`src/rtl/paula_audio_pkg.sv`:
```
// Shared types and constants for the Paula audio I2S transmitter.
package paula_audio_pkg;

    localparam int unsigned SLOTS_PER_FRAME = 32;
    localparam int unsigned SLOT_BITS       = 16;

    typedef logic signed [14:0] dac_sum_t;
    typedef logic        [15:0] slot_word_t;

    typedef enum logic {
        ST_IDLE = 1'b0,
        ST_RUN  = 1'b1
    } tx_state_t;

endpackage

```
`src/rtl/paula_audio_bclk_gen.sv`:
```
// Bit-clock generator: free-running half-period divider, toggles bclk at
// terminal count while enabled, and flags the edge events combinationally.
module paula_audio_bclk_gen
#(
    parameter int unsigned BCLK_DIV = 9
) (
    input  logic clk,
    input  logic reset_n,
    input  logic i_run,
    output logic o_bclk,
    output logic o_tc_c,
    output logic o_fall_c,
    output logic o_rise_c
);
    import paula_audio_pkg::*;

    localparam int unsigned CNT_W = (BCLK_DIV > 1) ? $clog2(BCLK_DIV) : 1;
    localparam logic [CNT_W-1:0] CNT_MAX = CNT_W'(BCLK_DIV - 1);

    if (BCLK_DIV < 1) begin : g_bad_div
        $error("BCLK_DIV must be at least 1");
    end

    logic [CNT_W-1:0] r_div_cnt;
    logic             r_bclk;
    logic             w_tc;

    assign w_tc     = (r_div_cnt == CNT_MAX);
    assign o_tc_c   = w_tc;
    assign o_fall_c = w_tc & i_run & r_bclk;
    assign o_rise_c = w_tc & i_run & ~r_bclk;
    assign o_bclk   = r_bclk;

    always_ff @(posedge clk or negedge reset_n) begin
        if (!reset_n) begin
            r_div_cnt <= '0;
            r_bclk    <= 1'b0;
        end else begin
            r_div_cnt <= w_tc ? '0 : r_div_cnt + CNT_W'(1);
            if (w_tc && i_run) begin
                r_bclk <= ~r_bclk;
            end
        end
    end

endmodule

```
`src/rtl/paula_audio_i2s_tx.sv`:
```
// I2S transmitter for the Paula mixer sums: 32-slot frames, coherent L/R capture.
// Define PAULA_I2S_LJ_EN for left-justified format instead of standard I2S.
module paula_audio_i2s_tx
#(
    parameter int unsigned BCLK_DIV  = 9,
    parameter int unsigned SLOT_BITS = 16
) (
    input  logic        clk,
    input  logic        reset_n,
    input  logic [14:0] ldatasum,
    input  logic [14:0] rdatasum,
    output logic        i2s_bclk,
    output logic        i2s_lrck,
    output logic        i2s_sdata,
    output logic        sample_strobe
);
    import paula_audio_pkg::*;

    localparam int unsigned SLOT_W  = $clog2(SLOTS_PER_FRAME);
    localparam int unsigned FRAME_W = 2 * paula_audio_pkg::SLOT_BITS;

    if (SLOT_BITS != paula_audio_pkg::SLOT_BITS) begin : g_bad_slot_bits
        $error("SLOT_BITS must be 16");
    end

    tx_state_t          r_state;
    tx_state_t          w_state_next;
    logic               w_tc;
    logic               w_fall;
    logic               w_rise;
    logic               w_bclk;
    logic               w_unused_rise;
    logic               w_capture;
    logic               w_lrck_next;
    logic [SLOT_W-1:0]  r_slot;
    logic [SLOT_W-1:0]  w_slot_next;
    logic [FRAME_W-1:0] r_shift;
    logic               r_lrck;
    logic               r_sdata;
    logic               r_strobe;
    slot_word_t         w_l16;
    slot_word_t         w_r16;
`ifndef PAULA_I2S_LJ_EN
    logic               r_rlsb;
`endif

    paula_audio_bclk_gen #(
        .BCLK_DIV (BCLK_DIV)
    ) u_bclk_gen (
        .clk      (clk),
        .reset_n  (reset_n),
        .i_run    (r_state == ST_RUN),
        .o_bclk   (w_bclk),
        .o_tc_c   (w_tc),
        .o_fall_c (w_fall),
        .o_rise_c (w_rise)
    );

    // Rising edges carry no serializer work; all updates happen on the fall.
    assign w_unused_rise = w_rise;

    // One idle half-period with bclk low, then run until reset.
    always_ff @(posedge clk or negedge reset_n) begin
        if (!reset_n) begin
            r_state <= ST_IDLE;
        end else begin
            r_state <= w_state_next;
        end
    end

    always_comb begin
        w_state_next = r_state;
        case (r_state)
            ST_IDLE: if (w_tc) w_state_next = ST_RUN;
            ST_RUN:  w_state_next = ST_RUN;
            default: w_state_next = ST_IDLE;
        endcase
    end

    assign w_slot_next = r_slot + SLOT_W'(1);
    assign w_capture   = (w_slot_next == '0);
    assign w_l16       = {ldatasum, 1'b0};
    assign w_r16       = {rdatasum, 1'b0};
`ifdef PAULA_I2S_LJ_EN
    assign w_lrck_next = ~w_slot_next[SLOT_W-1];
`else
    assign w_lrck_next = w_slot_next[SLOT_W-1];
`endif

    // Slot counter, capture and MSB-first serializer, all advanced on bclk fall.
    always_ff @(posedge clk or negedge reset_n) begin
        if (!reset_n) begin
            r_slot   <= '0;
            r_shift  <= '0;
            r_lrck   <= 1'b0;
            r_sdata  <= 1'b0;
            r_strobe <= 1'b0;
`ifndef PAULA_I2S_LJ_EN
            r_rlsb   <= 1'b0;
`endif
        end else begin
            r_strobe <= 1'b0;
            if (w_fall) begin
                r_slot <= w_slot_next;
                r_lrck <= w_lrck_next;
                if (w_capture) begin
                    r_strobe <= 1'b1;
`ifdef PAULA_I2S_LJ_EN
                    r_sdata  <= w_l16[15];
                    r_shift  <= {w_l16[14:0], w_r16, 1'b0};
`else
                    // Slot 0 still owes the previous frame's right LSB.
                    r_sdata  <= r_rlsb;
                    r_rlsb   <= w_r16[0];
                    r_shift  <= {w_l16, w_r16};
`endif
                end else begin
                    r_sdata <= r_shift[FRAME_W-1];
                    r_shift <= {r_shift[FRAME_W-2:0], 1'b0};
                end
            end
        end
    end

    assign i2s_bclk      = w_bclk;
    assign i2s_lrck      = r_lrck;
    assign i2s_sdata     = r_sdata;
    assign sample_strobe = r_strobe;

endmodule

```
`config.mk`:
```
export PLATFORM = sky130hd
export DESIGN_NAME = paula_audio_i2s_tx
export DESIGN_NICKNAME = d
export VERILOG_FILES = /design/src/rtl/paula_audio_pkg.sv /design/src/rtl/paula_audio_bclk_gen.sv /design/src/rtl/paula_audio_i2s_tx.sv
export SDC_FILE = /design/constraint.sdc
export NUM_CORES = 1
export LEC_CHECK = 0
export ABC_AREA = 1
export BUFFER_PORTS_ARGS = -buffer_cell sky130_fd_sc_hd__buf_2
export CORE_MARGIN = 5
export CORE_UTILIZATION = 35
export CTS_CLUSTER_SIZE = 25
export DETAILED_ROUTE_END_ITERATION = 8
export HOLD_SLACK_MARGIN = 0.08
export PLACE_DENSITY_LB_ADDON = 0.08
export SLEW_MARGIN = 20
export SYNTH_ARGS = -nofsm -noshare
export SYNTH_HDL_FRONTEND = slang
export SYNTH_SLANG_ARGS = --single-unit
```
`constraint.sdc`:
```
create_clock -name clk -period 4.9 [get_ports clk]
set_clock_uncertainty 0.05 [all_clocks]
set_input_delay 0.98 -clock clk [delete_from_list [all_inputs] [get_ports clk]]
set_output_delay 0.98 -clock clk [all_outputs]
set_load 0.02 [all_outputs]
```
# Word level (Yosys, flattened, before mapping)
# Index checks and enable logic that the tools add are counted.
[word_totals]
register_bits = 46
word_cells = 24
output_inout_bits = 4
input_bits = 32
[op_classes]
n_mux = 7
eq_ne = 1
add_sub_neg = 2
bitwise = 4
n_reduce_logical = 2
[op_table]
columns = ["op", "count"]
rows = [
  ["$mux 32", 1],
  ["$add 5x1->5 const B", 1],
  ["$logic_not 5->1", 1],
  ["$add 4x1->4 const B", 1],
  ["$eq 4x4->1 const B", 1],
  ["$mux 1", 4],
  ["$mux 4", 1],
  ["$and 1x1->1", 2],
  ["$not 1->1", 2],
  ["$pmux 1 s2", 1],
  ["$logic_and 1x1->1", 1],
]

# Depth between registers and ports, before layout
# Gate-level depths: netlist (run 1).
[logic_depth]
ltp_word = 4
mapped_depth = 11
mapped_depth_nobuf = 9

# Modules after synthesis
# A second synthesis (run 1) with hierarchy kept.
[unflattened]
hier_cells = 301
area_unflattened_um2 = 2428.6
[by_module_without_submodules]
columns = ["mod", "seq_area_each_um2", "n_inst", "area_per_inst_um2", "cells_per_inst"]
rows = [
  ["paula_audio_i2s_tx", 975.9, 1, 2177.1, 272],
  ["paula_audio_bclk_gen", 125.1, 1, 251.5, 29],
]

# Worst setup path after synthesis (run 1)
# OpenSTA, ideal clock, no wires.
[synth_timing]
path_type = "register -> register"
from = "register u_bclk_gen.r_div_cnt[0]"
to = "register r_shift[10]"
arrival_ps = 1393
required_time_ps = 4733
period_less_slack_ps = 1560
path_buffers = 1
setup_time_ps = 117
path_stages_with_launch = 11
slack_ps = 3340
path_cell_list = "dfrtp_1 > inv_1 > ha_1 > nand2_1 > nor2_2 > nand2_1 > nor2_4 > inv_2 > clkbuf_1 > nand2_1 > nand2_1"
[synth_via]
elab_chain_len = 3
[synth_lines]
columns = ["item", "line_no", "source"]
rows = [
  ["start: declaration", "paula_audio_bclk_gen.sv:24", "logic [CNT_W-1:0] r_div_cnt;"],
  ["start signal: assignment", "paula_audio_bclk_gen.sv:39", "r_div_cnt <= w_tc ? '0 : r_div_cnt + CNT_W'(1);"],
  ["$eq 4x4->1", "paula_audio_bclk_gen.sv:28", "assign w_tc = (r_div_cnt == CNT_MAX);"],
  ["$and 1x1->1 (2 in series)", "paula_audio_bclk_gen.sv:30", "assign o_fall_c = w_tc & i_run & r_bclk;"],
  ["end signal: assignment", "paula_audio_i2s_tx.sv:115", "r_shift <= {w_l16, w_r16};"],
  ["end signal: assignment", "paula_audio_i2s_tx.sv:119", "r_shift <= {r_shift[FRAME_W-2:0], 1'b0};"],
  ["end: declaration", "paula_audio_i2s_tx.sv:37", "logic [FRAME_W-1:0] r_shift;"],
]
# No other way between the ends.
# A chain may end at the register's enable or synchronous reset.

# Final worst setup path (run 1)
[layout_timing]
from = "register r_slot[0]"
to = "register r_shift[25]"
[layout_via]
elab_chain_len = 3
[layout_lines]
columns = ["item", "line_no", "source"]
rows = [
  ["start: declaration", "paula_audio_i2s_tx.sv:35", "logic [SLOT_W-1:0] r_slot;"],
  ["start signal: assignment", "paula_audio_i2s_tx.sv:104", "r_slot <= w_slot_next;"],
  ["$add 5x1->5", "paula_audio_i2s_tx.sv:80", "assign w_slot_next = r_slot + SLOT_W'(1);"],
  ["$logic_not 5->1", "paula_audio_i2s_tx.sv:81", "assign w_capture = (w_slot_next == '0);"],
  ["$mux 32", "paula_audio_i2s_tx.sv:106", "if (w_capture) begin"],
]
# No other way between the ends.

==> results of run 1 <==
[cell type report]
class,instances,area (µm²),share of cell area
clock buffers,6,72.6,0.0272
well taps,80,100,0.0375
flip-flops and latches,44,1100,0.413
clock inverters,1,5.00,0.00188
inverters,41,154,0.0577
repair buffers,38,200,0.0750
multi-input cells,191,1040,0.388
[flip-flops by register name, summed over array words and instances, names as in the netlist]
name and cells:
i2s_sdata 1, r_shift 31, r_slot 5, r_state 1, sample_strobe 1, u_bclk_gen.o_bclk 1, u_bclk_gen.r_div_cnt 4
[final timing paths]
check,from,end,slack (ns),cells after the start
worst max-delay path,r_slot[0]$_DFFE_PN0P_,r_shift[25]$_DFFE_PN0P_,2.52,9
worst min-delay path,r_state$_DFF_PN0_,r_state$_DFF_PN0_,0.42,1
worst max register to register,r_slot[0]$_DFFE_PN0P_,r_shift[25]$_DFFE_PN0P_,2.52,9
worst min register to register,r_state$_DFF_PN0_,r_state$_DFF_PN0_,0.42,1
max in group asynchronous,reset_n,i2s_sdata$_DFFE_PN0P_,3.77,1
min in group asynchronous,reset_n,r_slot[2]$_DFFE_PN0P_,0.63,1
[per-layer routing]
metal / track usage / part of all wire
met2: 0.212 / 0.46
met5: 0 / 0
met1: 0.172 / 0.51
met3: 0.0301 / 0.028
met4: 0.0330 / 0.0067
[stage by stage]
| stage | hold WS (ns) | std cells | utilization | instance area (µm²) |
|---|---|---|---|---|
| 6_report | 0.423 | 401 | 0.395 | 2670 |
| 5_1_grt | 0.449 | 401 | 0.395 | 2670 |
| 4_1_cts | 0.424 | 401 | 0.395 | 2670 |
| 3_5_place_dp | 0.404 | 394 | 0.383 | 2590 |
| 3_3_place_gp | 0.401 | 394 | 0.383 | 2590 |
| 2_1_floorplan | 0.390 | 295 | - | 2410 |
[kinds of logic after synthesis]
kind of cell | Yosys count
adder cells (fa/ha/maj) | 3
XOR/XNOR | 3
buffers and inverters | 60
AO/OA/AOI/OAI | 37
flip-flops | 44
AND/OR/NAND/NOR | 148
[power breakdown]
part / switching (µW) / internal [µW]
logic: 14.3 / 10.6
registers: 0 / 363
clock network: 120 / 97.2
total: 134 / 470
[synth_stat cells]
master / number
clkbuf_1: 6
nand3_2: 11
ha_1: 3
nand4_1: 1
nand2_1: 73
buf_2: 8
nand3_1: 53
xnor2_1: 1
dfrtp_1: 44
inv_1: 38
buf_4: 2
o21ai_1: 2
nand2_2: 2
inv_2: 3
nor2_4: 1
nor2_2: 2
a22oi_1: 1
nor2_1: 3
a21oi_1: 1
or2_2: 1
xor2_1: 2
nor3_1: 1
o21ai_0: 5
o21bai_1: 28
buf_6: 2
buf_8: 1
[worst max-delay path, stage by stage (launching register included)]
cell	delay [ns]
dfrtp_1	0.42
ha_1	0.25
nand2_2	0.09
inv_2	0.05
nand3_2	0.05
nand2_2	0.36
inv_2	0.64
nand3_1	0.16
nand3_1	0.12
nand2_1	0.05
==> flow_summary.ini, run 1 <==
[routing]
antenna_left = 0
drc = 0
drt_pass1_iterations = 4
wl_per_cell_um = 12.9
drt_iter0_drc = 106
vias = 1883
route.final.wire_length_um = 5190
viasPerCell = 4.70

[synth]
yosysTopAreaCellShare = 0.458
synth_top_cell_by_area = dfrtp_1
ys_seq_elements = 44
synthAdderAreaFrac = 0.0156
syn_avg_cell_area_um2 = 8.16
ys_seq_area_frac = 0.458
syn_area_mm2 = 0.00241
synthXorXnorAreaFrac = 0.0109
synth_top_family_by_area = simple AND/OR/NAND/NOR gates
yosys.area_share.simple = 0.297
ys_types = 26
synth_nets = 330
ys_warn_count = 0
synthMuxAreaShare = 0
synth.area.top_cells = dfrtp_1, nand2_1, nand3_1
syn_inst = 295
synth_compound_area_frac = 0.107

[pwr]
leakage_uw = 0.00121
powerDensity_mw_per_mm2 = 227
ir_worst_vdd_mv = 0.138
fin_total_pwr_uw = 605

[clock_network]
cts_buffer_depth = 2
cts_setup_buffers = 0
cts_tree = done
ctsHoldBuffers = 0
cts_resized = 0
clock-root-buffer = clkbuf_8
cts_made_buffers = 5
numClockSinks = 44
ctsHtreeMaxLevel = 2
clock_latency_ns = 0.29
path_clk_slew_ns = 0.08

[global_routing]
grt_pass1_vias = 1978
track_usage = 0.129
antenna_found_initial = 0
overflow = 0
grt_start_max_net_pins = 45
grt_pass1_wl_um = 9050

[floorplanning]
core_area_mm2 = 0.00676
rows = 30
floorplan.die.width_um = 92.9
start_util = 0.356
die_height_um = 92.9
io_pins = 36
die-area_mm2 = 0.00863

[placement]
dp_slack_ns = 2.52
place.gp.congestion = 0.703
detailed_place_hpwl_um = 3150
numPortBuffers = 35

[worst_hold_path]
hp-class = flip-flop to flip-flop

[timing]
hold_violations = 0
fin_crit_sh = 0.485
report.final.slew_viol_count = 0
tightest_slew_ns = 0.645
fmaxAchievable_mhz = 421
tns_ns = 0
layout_min_cycle_time_ns = 2.38
slew_headroom = 0.569
rsz0062_at_grt = no
setup_viol_count_final = 0
fin_ws_ns = 2.52

[worst_setup_path]
critPathRequiredTime_ns = 5.03
critPathLaunchType = flip-flop
crit_type = flip-flop to flip-flop
crit_path_max_fanout = 33
cp-end-kind = flip-flop
critical_path_arrival_ns = 2.51

[job]
max-cap-violations = 0

[final_layout]
final_cell_mix = nand2_1, nand3_1, dfrtp_1
fill_cells = 705
syn2layout_area_growth_pct = 10.9
n_antenna_cell = 0
mostFrequentLayoutCell = nand2_1
layout-drive-gt1-share = 0.199
nNetsFinal = 356

[outcome]
outcome = finished clean
No activity file was read; power rests on OpenSTA's default activity.
==> run 2, diff against run 1 <==
==> constraint.sdc (replaced) <==
create_clock -name clk -period 2 [get_ports clk]
set_clock_uncertainty 0.05 [all_clocks]
set_input_delay 0.4 -clock clk [delete_from_list [all_inputs] [get_ports clk]]
set_output_delay 0.4 -clock clk [all_outputs]
set_load 0.02 [all_outputs]
==> run 2 against run 1 <==
  * Non-clock buffer count grew 7
  * Critical path type unchanged
  * Largest power group unchanged
  * Sequential power grew 140%
  * Highest routed layer unchanged
  * Count of clock-buffer cells in the layout shrank 1
  * Critical path depth is the same
==> flow_summary.ini, run 2 (synthesis gave the netlist of run 1 again) <==
[clock_network]
cts_buffer_depth = 2
cts_tree = done
ctsHtreeMaxLevel = 2
cts_made_buffers = 5
clock_latency_ns = 0.30
path_clk_slew_ns = 0.09
numClockSinks = 44
clock-root-buffer = clkbuf_8
ctsHoldBuffers = 0
cts_resized = 0
cts_setup_buffers = 0

[routing]
wl_per_cell_um = 13.1
drc = 0
vias = 1930
antenna_left = 0
drt_pass1_iterations = 4
drt_iter0_drc = 76
route.final.wire_length_um = 5370
viasPerCell = 4.72

[final_layout]
post-route-util = 0.408
largest_reg_flops = 31
layout-drive-gt1-share = 0.222
mostFrequentLayoutCell = nand2_1
final_cell_mix = nand2_1, nand3_1, dfrtp_1
regMostFlops = r_shift
n_antenna_cell = 0
syn2layout_area_growth_pct = 14.7
stdcell_count = 409
reg.largest.list = r_shift: 31 flops, r_slot: 5 flops, u_bclk_gen.r_div_cnt: 4 flops
nNetsFinal = 363

[global_routing]
antenna_found_initial = 0
overflow = 0
grt_pass1_wl_um = 9390
grt_pass1_vias = 1982
track_usage = 0.136
grt_start_max_net_pins = 45

[outcome]
outcome = finished clean

[worst_setup_path]
critical_path_arrival_ns = 1.96
crit_path_max_fanout = 26
critPathLaunchType = flip-flop
cp-end-kind = flip-flop
critPathRequiredTime_ns = 2.17
crit_type = flip-flop to flip-flop

[timing]
rsz0062_at_grt = no
holdWs_ns = 0.119
slew_headroom = 0.587
fin_crit_sh = 0.895
tightest_slew_ns = 0.618
fmaxAchievable_mhz = 558
hold_violations = 0
tns_ns = 0
setup_viol_count_final = 0
layout_min_cycle_time_ns = 1.79
report.final.slew_viol_count = 0

[placement]
place.gp.congestion = 0.732
dp.cells = 401
numPortBuffers = 35
detailed_place_hpwl_um = 3500

[floorplanning]
rows = 30
floorplan.die.width_um = 92.9
io_pins = 36
core_area_mm2 = 0.00676
die-area_mm2 = 0.00863
die_height_um = 92.9
start_util = 0.356

[job]
max-cap-violations = 0

[pwr]
p_sw_frac = 0.242
powerDensity_mw_per_mm2 = 556
p_int_uw = 1160
comb_power_share = 0.040
ir_worst_vdd_mv = 0.292
leakage_uw = 0.00125
p_switching_uw = 371
fin_total_pwr_uw = 1530
pwr-share-seq = 0.579
clkPwrFrac = 0.381

[worst_hold_path]
hp-class = input pin to asynchronous set/reset pin
[run 2: changes by cell type in the layout (fill, tap and decap cells not counted)]
cell        change
buf_4           +4
buf_12          +2
clkinvlp_4      +2
buf_2           +1
clkbuf_1        -1
clkinv_2        -1
clkinv_4        +1
[run 2: worst max-delay path: stages, from the launching register on]
cell and delay (ns):
dfrtp_1 0.41, inv_1 0.06, ha_1 0.14, nand2_1 0.06
nor2_2 0.16, nand2_1 0.14, nor2_4 0.13, buf_4 0.30
nand2_1 0.09, a22oi_1 0.16
[run 2: routing by layer]
metal | global-route usage | vias to the layer above | wire (µm)
met5 | 0 | - | 0
met4 | 0.0440 | 0 | 63
met3 | 0.0292 | 5 | 167
met2 | 0.208 | 29 | 2390
met1 | 0.191 | 893 | 2760
li1 | - | 1003 | -
[run 2: path summary, 6_finish.rpt]
kind / slack, ns / from / cells after the start / to
worst max-delay path: 0.21 / u_bclk_gen.r_div_cnt[0]$_DFF_PN0_ / 9 / r_slot[2]$_DFFE_PN0P_
worst min-delay path: 0.12 / reset_n / 2 / r_shift[10]$_DFFE_PN0P_
worst max register to register: 0.21 / u_bclk_gen.r_div_cnt[0]$_DFF_PN0_ / 9 / r_slot[2]$_DFFE_PN0P_
worst min register to register: 0.43 / r_shift[29]$_DFFE_PN0P_ / 2 / r_shift[29]$_DFFE_PN0P_
max in group asynchronous: 1.38 / reset_n / 2 / i2s_sdata$_DFFE_PN0P_
min in group clk: 0.30 / rdatasum[0] / 3 / r_shift[1]$_DFFE_PN0P_
[run 2: cell type report]
cell class              instances  area (µm²)
fillers                       716        4000
multi-input cells             191        1040
well taps                      80         100
inverters                      41         154
flip-flops and latches         44        1100
clock inverters                 3        23.8
clock buffers                   5        68.8
repair buffers                 45         275
[run 2: per-stage QoR]
step / cell area, µm² / worst slack [ns]
after floorplan: 2410 / 0.440
after global placement: 2670 / 0.175
after detailed placement: 2670 / 0.202
after CTS: 2760 / 0.164
after global routing: 2760 / 0.0129
final: 2760 / 0.209
[run 2: power by group through the flow]
stage                     sequential, µW  clock, µW  combinational (µW)
after global placement               906          0                65.1
after global routing                 889        639                73.6
final                                889        584                61.9
after floorplan                      907          0                12.7
after CTS                            889        610                64.8
after detailed placement             906          0                64.6
